### src/rtl/fetch_ctrl_pkg.sv
// Shared types and defaults for the instruction-fetch controller.
// Optional branch-prediction support in fetch_ctrl is enabled by defining FETCH_PRED_EN.
package fetch_ctrl_pkg;

    localparam int unsigned FETCH_ADDR_W = 32;
    localparam int unsigned FETCH_INST_W = 32;
    localparam logic [FETCH_ADDR_W-1:0] FETCH_RESET_PC = 32'h1c00_0000;

    typedef enum logic [1:0] {
        IDLE = 2'd0,
        REQ  = 2'd1,
        WAIT = 2'd2,
        HOLD = 2'd3
    } fetch_state_e;

    // Per-beat metadata travelling with the instruction handed to decode.
    typedef struct packed {
        logic [FETCH_ADDR_W-1:0] pc;
        logic                    branch;
        logic [FETCH_ADDR_W-1:0] branch_addr;
    } fetch_meta_t;

endpackage

### src/rtl/fetch_redirect_mux.sv
// Redirect arbitration: commit-stage exception beats execute-stage branch,
// and the chosen target is forced to word alignment.
module fetch_redirect_mux #(
    parameter int unsigned ADDR_WIDTH = 32
) (
    input  logic                  i_excp_flush,
    input  logic [ADDR_WIDTH-1:0] i_excp_pc,
    input  logic                  i_br_redirect,
    input  logic [ADDR_WIDTH-1:0] i_br_pc,
    output logic                  o_redirect_c,
    output logic [ADDR_WIDTH-1:0] o_target_c
);

    logic [ADDR_WIDTH-1:0] w_sel;

    always_comb begin
        w_sel = i_br_pc;
        if (i_excp_flush) begin
            w_sel = i_excp_pc;
        end
    end

    assign o_redirect_c = i_excp_flush | i_br_redirect;
    assign o_target_c   = w_sel & ~ADDR_WIDTH'(3);

endmodule

### src/rtl/fetch_ctrl.sv
// Fetch PC sequencer: one outstanding imem request, redirect handling and IF/ID handshake.
// Define FETCH_PRED_EN to honour pred_taken/pred_pc; otherwise fetch is strictly sequential.
module fetch_ctrl
    import fetch_ctrl_pkg::*;
#(
    parameter int unsigned           ADDR_WIDTH = FETCH_ADDR_W,
    parameter int unsigned           INST_WIDTH = FETCH_INST_W,
    parameter logic [ADDR_WIDTH-1:0] RESET_PC   = ADDR_WIDTH'(FETCH_RESET_PC)
) (
    input  logic                  clk,
    input  logic                  rst,
    input  logic                  excp_flush,
    input  logic [ADDR_WIDTH-1:0] excp_pc,
    input  logic                  br_redirect,
    input  logic [ADDR_WIDTH-1:0] br_pc,
    input  logic                  pred_taken,
    input  logic [ADDR_WIDTH-1:0] pred_pc,
    output logic                  imem_req,
    output logic [ADDR_WIDTH-1:0] imem_addr,
    input  logic                  imem_gnt,
    input  logic                  imem_rvalid,
    input  logic [INST_WIDTH-1:0] imem_rdata,
    output logic                  out_valid,
    input  logic                  out_ready,
    output logic [ADDR_WIDTH-1:0] out_pc,
    output logic [INST_WIDTH-1:0] out_inst,
    output logic                  out_branch,
    output logic [ADDR_WIDTH-1:0] out_branch_addr
);

    logic                  w_redirect;
    logic [ADDR_WIDTH-1:0] w_target;
    logic                  w_pred_taken;
    logic [ADDR_WIDTH-1:0] w_pred_pc;
    logic                  w_xfer;
    logic [ADDR_WIDTH-1:0] w_out_pc;
    logic [ADDR_WIDTH-1:0] w_hold_npc;

    fetch_state_e          r_state;
    logic [ADDR_WIDTH-1:0] r_fetch_pc;
    logic [ADDR_WIDTH-1:0] r_pend_pc;
    logic                  r_pend;
    logic                  r_kill;
    logic                  r_req;
    logic [ADDR_WIDTH-1:0] r_addr;
    logic                  r_valid;
    logic [INST_WIDTH-1:0] r_inst;
    fetch_meta_t           r_meta;

    fetch_redirect_mux #(
        .ADDR_WIDTH (ADDR_WIDTH)
    ) u_redirect_mux (
        .i_excp_flush  (excp_flush),
        .i_excp_pc     (excp_pc),
        .i_br_redirect (br_redirect),
        .i_br_pc       (br_pc),
        .o_redirect_c  (w_redirect),
        .o_target_c    (w_target)
    );

`ifdef FETCH_PRED_EN
    assign w_pred_taken = pred_taken;
    assign w_pred_pc    = pred_pc;
`else
    logic w_unused_pred;
    assign w_pred_taken  = 1'b0;
    assign w_pred_pc     = '0;
    assign w_unused_pred = ^{pred_taken, pred_pc};
`endif

    assign w_out_pc = ADDR_WIDTH'(r_meta.pc);
    assign w_xfer   = (r_state == HOLD) && r_valid && out_ready;

    // Successor PC when leaving HOLD; a redirect always wins over the predictor.
    always_comb begin
        w_hold_npc = w_out_pc + ADDR_WIDTH'(4);
        if (w_redirect) begin
            w_hold_npc = w_target;
        end else if (w_pred_taken) begin
            w_hold_npc = w_pred_pc;
        end
    end

    always_ff @(posedge clk) begin
        if (rst) begin
            r_state    <= IDLE;
            r_fetch_pc <= RESET_PC;
            r_pend_pc  <= '0;
            r_pend     <= 1'b0;
            r_kill     <= 1'b0;
            r_req      <= 1'b0;
            r_addr     <= RESET_PC;
            r_valid    <= 1'b0;
            r_inst     <= '0;
            r_meta     <= '0;
        end else begin
            case (r_state)
                IDLE: begin
                    r_state <= REQ;
                    r_req   <= 1'b1;
                    if (w_redirect) begin
                        r_fetch_pc <= w_target;
                        r_addr     <= w_target;
                    end else begin
                        r_addr <= r_fetch_pc;
                    end
                end
                // Address is frozen until granted; a redirect here kills the in-flight reply.
                REQ: begin
                    if (imem_gnt) begin
                        r_state <= WAIT;
                        r_req   <= 1'b0;
                        r_pend  <= 1'b0;
                        if (w_redirect) begin
                            r_kill     <= 1'b1;
                            r_fetch_pc <= w_target;
                        end else if (r_pend) begin
                            r_kill     <= 1'b1;
                            r_fetch_pc <= r_pend_pc;
                        end
                    end else if (w_redirect) begin
                        r_pend    <= 1'b1;
                        r_pend_pc <= w_target;
                    end
                end
                WAIT: begin
                    if (imem_rvalid) begin
                        if (r_kill || w_redirect) begin
                            r_state <= REQ;
                            r_req   <= 1'b1;
                            r_kill  <= 1'b0;
                            if (w_redirect) begin
                                r_fetch_pc <= w_target;
                                r_addr     <= w_target;
                            end else begin
                                r_addr <= r_fetch_pc;
                            end
                        end else begin
                            r_state   <= HOLD;
                            r_valid   <= 1'b1;
                            r_meta.pc <= FETCH_ADDR_W'(r_fetch_pc);
                            r_inst    <= imem_rdata;
                        end
                    end else if (w_redirect) begin
                        r_fetch_pc <= w_target;
                        r_kill     <= 1'b1;
                    end
                end
                HOLD: begin
                    if (w_redirect || w_xfer) begin
                        r_state    <= REQ;
                        r_valid    <= 1'b0;
                        r_req      <= 1'b1;
                        r_fetch_pc <= w_hold_npc;
                        r_addr     <= w_hold_npc;
                        if (w_xfer) begin
                            r_meta.branch      <= w_pred_taken;
                            r_meta.branch_addr <= FETCH_ADDR_W'(w_pred_pc);
                        end
                    end
                end
                default: r_state <= IDLE;
            endcase
        end
    end

    assign imem_req        = r_req;
    assign imem_addr       = r_addr;
    assign out_valid       = r_valid;
    assign out_pc          = w_out_pc;
    assign out_inst        = r_inst;
    assign out_branch      = r_meta.branch;
    assign out_branch_addr = ADDR_WIDTH'(r_meta.branch_addr);

endmodule

### config.mk
export PLATFORM = sky130hd
export DESIGN_NAME = fetch_ctrl
export DESIGN_NICKNAME = d
export VERILOG_FILES = /design/src/rtl/fetch_ctrl_pkg.sv /design/src/rtl/fetch_redirect_mux.sv /design/src/rtl/fetch_ctrl.sv
export SDC_FILE = /design/constraint.sdc
export NUM_CORES = 1
export LEC_CHECK = 0
export CAP_MARGIN = 0
export CORE_MARGIN = 1.5
export CORE_UTILIZATION = 36
export CTS_BUF_LIST = sky130_fd_sc_hd__clkbuf_4 sky130_fd_sc_hd__clkbuf_8
export CTS_CLUSTER_DIAMETER = 80
export DETAILED_ROUTE_END_ITERATION = 12
export PLACE_DENSITY = 0.71
export SLEW_MARGIN = 20
export SYNTH_ARGS = -nofsm -noshare
export SYNTH_HDL_FRONTEND = slang
export SYNTH_HIERARCHICAL = 1
export SYNTH_SLANG_ARGS = --single-unit
### constraint.sdc
create_clock -name clk -period 2.57 [get_ports clk]
set_clock_uncertainty 0.2 [all_clocks]
set_input_delay 0.771 -clock clk [delete_from_list [all_inputs] [get_ports clk]]
set_output_delay 0.771 -clock clk [all_outputs]
set_load 0.02 [all_outputs]
Yosys cells after proc, flatten, opt, wreduce, memory -nomap -nowiden
Index checks and enable logic that the tools add are counted.
W data, S select, Z words.
{"block": "word_totals", "output_inout_bits": 131, "wordCells": 77, "reg_bits": 164}
{"block": "op_classes", "add_sub_neg": 1, "bitwise": 3, "n_reduce_logical": 18, "muxes": 34, "eq_ne": 11}
{"op": "$mux W32", "count": 10}
{"op": "$pmux W32 S4", "count": 1}
{"op": "$pmux W32 S3", "count": 1}
{"op": "$add A32 B3 Y32 const B", "count": 1}
{"op": "$reduce_and A4 Y1", "count": 4}
{"op": "$mux W1", "count": 14}
{"op": "$ne A3 B3 Y1 const B", "count": 3}
{"op": "$reduce_and A3 Y1", "count": 3}
{"op": "$mux W2", "count": 4}
{"op": "$ne A2 B2 Y1 const B", "count": 4}
{"op": "$pmux W2 S4", "count": 1}
{"op": "$reduce_bool A2 Y1", "count": 3}
{"op": "$reduce_and A5 Y1", "count": 1}
{"op": "$eq A2 B2 Y1 const B", "count": 2}
{"op": "$pmux W1 S2", "count": 2}
{"op": "$pmux W1 S4", "count": 1}
{"op": "$reduce_bool A3 Y1", "count": 1}
{"op": "$eq A2 B1 Y1 const B", "count": 1}
{"op": "$logic_and A1 B1 Y1", "count": 2}
{"op": "$logic_not A2 Y1", "count": 1}
{"op": "$logic_or A1 B1 Y1", "count": 2}
{"op": "$ne A2 B1 Y1 const B", "count": 1}
{"op": "$not A1 Y1", "count": 2}
{"op": "$reduce_and A2 Y1", "count": 1}
{"op": "$or A1 B1 Y1", "count": 1}

Depth between registers and ports, before layout
Gate-level depths: netlist (run 1).
{"block": "depth", "ltp_word": 6, "ltp_mapped": 10, "mapped_depth_nobuf": 7}

Hierarchy
Netlist (run 1), hierarchy kept.
{"module": "fetch_ctrl", "n_inst": 1, "cells_each": 1100, "area_per_inst_um2": 8286.7}
{"module": "fetch_redirect_mux", "n_inst": 1, "cells_each": 37, "area_per_inst_um2": 396.6}

Worst setup path after synthesis (run 1)
Ideal clock, no wire load.
{"block": "synth_path", "path_type": "reg-to-reg", "start": "register r_meta, in the netlist out_pc[2]", "end": "register r_addr[26], in the netlist imem_addr[26]", "setup_time_ns": 0.074, "arrival_time_ns": 2.573, "period_less_slack_ns": 2.848, "slack_ns": -0.278, "path_buffers": 1, "path_stages_with_launch": 8, "cell_sequence": "dfxtp_1 ha_1 nand4_4 or4_1 buf_2 or4_4 a211o_1 a31oi_1"}
{"block": "synth_between", "elab_chain_cells": 4}
{"item": "from (decl)", "line": "fetch_ctrl.sv:48", "source": "fetch_meta_t r_meta;"}
{"item": "$add A32 B3 Y32", "line": "fetch_ctrl.sv:76", "source": "w_hold_npc = w_out_pc + ADDR_WIDTH'(4);"}
{"item": "$mux W32", "line": "fetch_ctrl.sv:77", "source": "if (w_redirect) begin"}
{"item": "$mux W32", "line": "fetch_ctrl.sv:150", "source": "if (w_redirect || w_xfer) begin"}
{"item": "$pmux W32 S3", "line": "fetch_ctrl.sv:97", "source": "case (r_state)"}
{"item": "to (signal assigned)", "line": "fetch_ctrl.sv:103", "source": "r_addr <= w_target;"}
{"item": "to (signal assigned)", "line": "fetch_ctrl.sv:105", "source": "r_addr <= r_fetch_pc;"}
{"item": "to (signal assigned)", "line": "fetch_ctrl.sv:155", "source": "r_addr <= w_hold_npc;"}
{"item": "to (decl)", "line": "fetch_ctrl.sv:45", "source": "logic [ADDR_WIDTH-1:0] r_addr;"}
No other way between the ends. The select of a mux whose other input is x is not followed.
A chain may end at the register's enable or synchronous reset.

Worst setup path after layout (run 1)
{"block": "layout_path", "start": "register r_valid, in the netlist out_valid", "end": "output port out_valid"}
{"item": "from (decl)", "line": "fetch_ctrl.sv:46", "source": "logic r_valid;"}
{"item": "from (signal assigned)", "line": "fetch_ctrl.sv:93", "source": "r_valid <= 1'b0;"}
{"item": "from (signal assigned)", "line": "fetch_ctrl.sv:140", "source": "r_valid <= 1'b1;"}
{"item": "from (signal assigned)", "line": "fetch_ctrl.sv:152", "source": "r_valid <= 1'b0;"}
{"item": "to (decl)", "line": "fetch_ctrl.sv:23", "source": "output logic out_valid,"}
No word-level cell between the ends.

==> results of run 1 <==
==> worst max path at each step <==
stage / to / cells past startpoint / startpoint
after floorplan: imem_addr[26] / 6 / out_pc[11]
after global placement: r_fetch_pc[26] / 7 / br_redirect
after detailed placement: r_fetch_pc[26] / 7 / br_redirect
after CTS: imem_addr[28] / 11 / br_redirect
after global routing: imem_addr[1] / 10 / r_state[0]
final: out_valid / 1 / out_valid
==> through the flow <==
step	hold slack, ps	setup TNS [ps]	instance area, sq um
floorplan	236	-35.8	8860
global placement	241	-55740	11600
detailed placement	245	-60620	11600
CTS	257	-27.1	12300
global route	276	0	12400
finish	257	0	12400
==> kinds of logic (layout without fill, tap and decap cells) <==
group | count (synthesis) | in the layout | synth area share, %
flops | 166 | 166 | 38.3
fa+ha+maj | 5 | 5 | 0.720
mux | 65 | 65 | 8.07
simple gates | 443 | 443 | 22.6
buf+inv | 137 | 364 | 7.74
other cells | 2 | 36 | 0.0865
xor+xnor | 10 | 10 | 1.01
compound gates | 309 | 310 | 21.5
==> repair_timing <==
item / CTS / global route
hold buffers: 0 / 0
pin swaps: 7 / 9
resized for setup: 30 / 20
buffers inserted: 8 / 3
setup endpoints to repair: 90 / 74
cloned: 4 / 0
==> synthesized netlist by cell type (5+ instances only) <==
cell        n
a311oi_1   20
mux2_2     40
buf_4      35
nor2b_1     7
nand3_1    30
o211ai_1    9
o221a_2     6
o21ai_0    60
nand2_1   276
nor3_1     20
or4_1       5
o311ai_0    5
and3_1      5
a211oi_1    9
xor2_1      7
o21a_1      8
clkbuf_1   79
nand2b_1   26
mux2i_1    25
a21oi_1   140
buf_1       5
nand4_1    10
inv_1      12
a31oi_1    24
dfxtp_1   166
nor4_1      6
ha_1        5
nor2_1     41
==> area by class of cell <==
class                           instances  area [sq um]  share of cell area, %
Antenna cell                            1          2.50                 0.0202
Clock buffer                           20           256                   2.07
Inverter                               12          45.0                  0.364
Timing Repair Buffer                  320          3210                   26.0
Sequential cell                       166          3340                   27.0
Multi-Input combinational cell        868          4970                   40.2
Tap cell                              319           399                   3.22
Clock inverter                         12           153                   1.23
==> flip-flops by register name, summed over array words and instances (netlist names) <==
register,flops
out_valid,1
r_pend,1
out_pc,32
r_kill,1
imem_addr,32
r_fetch_pc,32
r_state,2
imem_req,1
r_pend_pc,32
out_inst,32
==> routing by layer <==
metal  share of wire (%)  track usage, %
met5                   0               0
met1                  43            30.1
met2                  47            38.0
met4                 1.9            8.01
met3                 8.5            5.85
==> where the power goes <==
part / internal [mW] / switching, mW
sequential: 2.73 / 0.128
combinational: 0.767 / 0.773
clock: 0.991 / 1.01
total: 4.49 / 1.91
==> layout by cell type (no fill, tap or decap), drive strengths merged, types with 24 or more instances in the layout <==
cell type	Yosys	routed
nand2	276	276
buf	46	124
nand3	30	30
o21ai	60	60
mux2i	25	25
nor2	41	41
a21oi	140	140
nand2b	26	26
conb	2	35
mux2	40	40
a31oi	24	24
dfxtp	166	166
clkdlybuf4s50	0	170
==> flow_summary.json, run 1 <==
{
  "pre_cts_ws_ps": -601,
  "critPathKind": "reg -> out",
  "fillers": 2249,
  "grt_antenna_before_repair": 1,
  "ant_nets": 0,
  "clkSinkCount": 166,
  "start_util_pct": 36.9,
  "slowest_stage": "clkdlybuf4s50_1",
  "crit_buf_inv": 1,
  "synth.top_cell.area_share_pct": 38.3,
  "wl_per_cell_um": 17.1,
  "die_w_um": 158,
  "hp-start": "out_inst[13]",
  "cp.arrival_ps": 1540,
  "hold_path_class": "reg -> reg",
  "grt_pass1_vias": 8542,
  "clock_latency_ps": 470,
  "clockBufferDepth": 2,
  "final_util_pct": 52.6,
  "io_pins": 267,
  "grtUsageTotal_pct": 23.4,
  "rows": 56,
  "syn_area_per_cell_sq_um": 7.64,
  "timing.final.ws_setup_ps": 60.3,
  "post_layout_nonfiller_instances": 1718,
  "post-route-period-util_pct": 97.7,
  "ys_warn_count": 6,
  "crit_required_ps": 1600,
  "slew_viol_final": 0,
  "cp_max_fo": 4,
  "grt_pass1_wl_um": 45500,
  "min_to": "out_inst[13]",
  "cap_violations": 0,
  "setup_viol": 0,
  "drc": 0,
  "hold_viol": 0,
  "cp_slowest_stage_delay_ps": 640,
  "syn_area_sq_um": 8680,
  "max_freq_mhz": 398,
  "fp.dieH_um": 158,
  "dp_hpwl_um": 19400,
  "crit_path_end_kind": "primary output",
  "cts-buffers-inserted": 17,
  "syn_inst": 1137,
  "nets": 1526,
  "ys_seq_area_share_pct": 38.3,
  "synth_area_leaders": "dfxtp_1, nand2_1, a21oi_1",
  "place.gp.congestion": 0.855,
  "r2r_end": "imem_addr[26]",
  "yosys_most_used_dff": "dfxtp_1",
  "dp.cells": 1670,
  "reg2reg_depth": 6,
  "rrSetupSlack_ps": 80,
  "grt_max_degree": 56,
  "tightest_slew_ps": 802,
  "period_needed_ps": 2510,
  "p_leak_nw": 4.83,
  "yosysTopAreaCell": "dfxtp_1",
  "reg2reg_from": "out_pc[3]",
  "final_layout_size_suffix_gt1_share_pct": 17.2,
  "synthArstFlopShare_pct": 0,
  "grt_overflow": 0,
  "firstDrtPassIters": 5,
  "vias": 9223,
  "ir_drop_mv": 0.302,
  "slew_headroom_pct": 46.5,
  "cts_tree": "done",
  "synth.distinct_cells": 57,
  "root_buffer": "clkbuf_8",
  "cp-start-kind": "flop",
  "area_delta_synth_final_pct": 42.6,
  "clkSlewWorstSetupHoldPaths_ps": 100,
  "power.total_mw": 6.40,
  "htreeDepth": 4,
  "cp_top_family": "buffers and inverters",
  "port_buffers": 196,
  "p_per_area_nw_per_um2": 517,
  "worstPathCellList": "clkdlybuf4s50_1",
  "outcome": "complete, no violations",
  "finalWirelength_um": 29400,
  "hold_depth": 2,
  "die_area_sq_um": 25100,
  "synth_edf_count": 0,
  "ys_ff_latch": 166,
  "coreArea_sq_um": 23500,
  "viasPerCell": 5.37,
  "drt_iter0_drc": 741,
  "rsz0062_at_grt": "false"
}
Power figures use the tool's default switching activity.
==> run 2, diff against run 1 <==
- CAP_MARGIN: 0 -> 5
- PLACE_DENSITY: 0.71 -> 0.68
- SLEW_MARGIN: 20 -> default
- clock period: 2.57 -> 2.55 ns (I/O delays scaled with it)
==> flow_summary.json, run 2 (synthesized netlist as in run 1, its figures left out) <==
{
  "pre_cts_ws_ps": -720,
  "area_delta_synth_final_pct": 41.3,
  "hold_depth": 2,
  "start_util_pct": 36.9,
  "r2r_end": "r_fetch_pc[25]",
  "reg2reg_depth": 7,
  "ant_nets": 0,
  "rrSetupSlack_ps": 60,
  "vias": 9105,
  "wl_met3_um": 2050,
  "cts_hold_buf": 0,
  "cts_tree": "done",
  "grt_pass1_wl_um": 44600,
  "outcome": "complete, no violations",
  "cp.arrival_ps": 2630,
  "grtUsageTotal_pct": 22.9,
  "dp.cells": 1660,
  "die_w_um": 158,
  "firstDrtPassIters": 8,
  "rows": 56,
  "hold_path_class": "reg -> reg",
  "mostFrequentLayoutCells": "nand2_1, clkdlybuf4s50_1, dfxtp_1",
  "finalWirelength_um": 29100,
  "viasPerCell": 5.32,
  "max_freq_mhz": 399,
  "post-route-period-util_pct": 98.2,
  "final_layout_size_suffix_gt1_share_pct": 16.5,
  "clkSinkCount": 166,
  "die_area_sq_um": 25100,
  "tightest_slew_ps": 689,
  "setup_tns_ps": 0,
  "routed.top_layer": "met4",
  "min_to": "imem_addr[2]",
  "grt_pass1_vias": 8357,
  "io_pins": 267,
  "drt_iter0_drc": 678,
  "hp-start": "imem_addr[2]",
  "wl_per_cell_um": 17.0,
  "dp_hpwl_um": 18600,
  "final_common_cell": "nand2_1",
  "p_leak_nw": 4.76,
  "p_per_area_nw_per_um2": 530,
  "coreArea_sq_um": 23500,
  "rsz0062_at_grt": "false",
  "hold_viol": 0,
  "period_needed_ps": 2500,
  "clock_latency_ps": 470,
  "cap_violations": 0,
  "htreeDepth": 4,
  "reg2reg_from": "out_pc[3]",
  "routedLengthMet1_um": 13100,
  "post_layout_nonfiller_instances": 1710,
  "critPathKind": "in -> reg",
  "drc": 0,
  "grt_overflow": 0,
  "port_buffers": 196,
  "crit_required_ps": 2670,
  "grt_antenna_before_repair": 1,
  "power.total_mw": 6.50,
  "grt_max_degree": 143,
  "fp.dieH_um": 158,
  "clockBufferDepth": 2,
  "clkSlewWorstSetupHoldPaths_ps": 80,
  "ir_drop_mv": 0.316,
  "timing.final.ws_setup_ps": 45.8,
  "slew_viol_final": 0,
  "cts-buffers-inserted": 17,
  "place.gp.congestion": 0.805,
  "cp_max_fo": 7,
  "met2RoutedLength_um": 13400,
  "setup_viol": 0,
  "slew_headroom_pct": 54.1,
  "cp-start-kind": "input port",
  "crit_path_end_kind": "flop",
  "fillers": 2233,
  "root_buffer": "clkbuf_8",
  "nets": 1518
}
-- run 2: worst max-delay path, cell delays in order --
cell and delay, ps:
clkdlybuf4s50_1 450, nand2_1 140, buf_4 180, a21o_1 220, or3_1 360, buf_4 190, a211oi_1 250, nor3_1 80
-- run 2: worst max-delay path by stage --
stage | startpoint | slack (ps) | to | cells past startpoint
2_1_floorplan | excp_flush | -40 | out_inst[10] | 7
3_3_place_gp | br_redirect | -680 | r_fetch_pc[11] | 6
3_5_place_dp | br_redirect | -720 | r_fetch_pc[28] | 7
4_1_cts | out_pc[2] | 0.4 | imem_addr[26] | 7
5_1_grt | out_pc[2] | 2 | r_fetch_pc[25] | 7
6_report | out_ready | 50 | imem_addr[10] | 8
-- run 2: metal layers --
layer / vias to the layer above / GRT usage [%]
met5: - / 0
met1: 4335 / 30.5
li1: 4402 / -
met3: 45 / 4.46
met2: 323 / 36.7
met4: 0 / 8.54
-- run 2: report_power, final --
part	switching [mW]	total [mW]	internal [mW]
sequential	0.126	2.88	2.75
clock	1.00	2.11	1.11
combinational	0.767	1.51	0.744
-- run 2: final cells by class --
cell class / instances / area (sq um) / area share, %
multi-input cells: 867 / 4930 / 40.2
flip-flops and latches: 166 / 3340 / 27.2
clock inverters: 7 / 118 / 0.959
clock buffers: 25 / 313 / 2.55
inverters: 12 / 45.0 / 0.367
repair buffers: 313 / 3120 / 25.4
diodes: 1 / 2.50 / 0.0204
well taps: 319 / 399 / 3.25
-- run 2: repair_timing --
action,in CTS,in global routing
setup buffers,13,2
cloned,1,2
gates resized for setup,23,33
endpoints found under the setup margin,96,89
pin swaps,5,15
-- run 2: metrics by stage --
| stage | hold slack (ps) | cell area, sq um | util [%] |
|---|---|---|---|
| final | 257 | 12300 | 52.1 |
| after global routing | 274 | 12300 | 52.1 |
| after CTS | 257 | 12100 | 51.5 |
| after detailed placement | 247 | 11500 | 48.9 |
| after global placement | 240 | 11500 | 48.9 |
| after floorplan | 236 | 8860 | - |
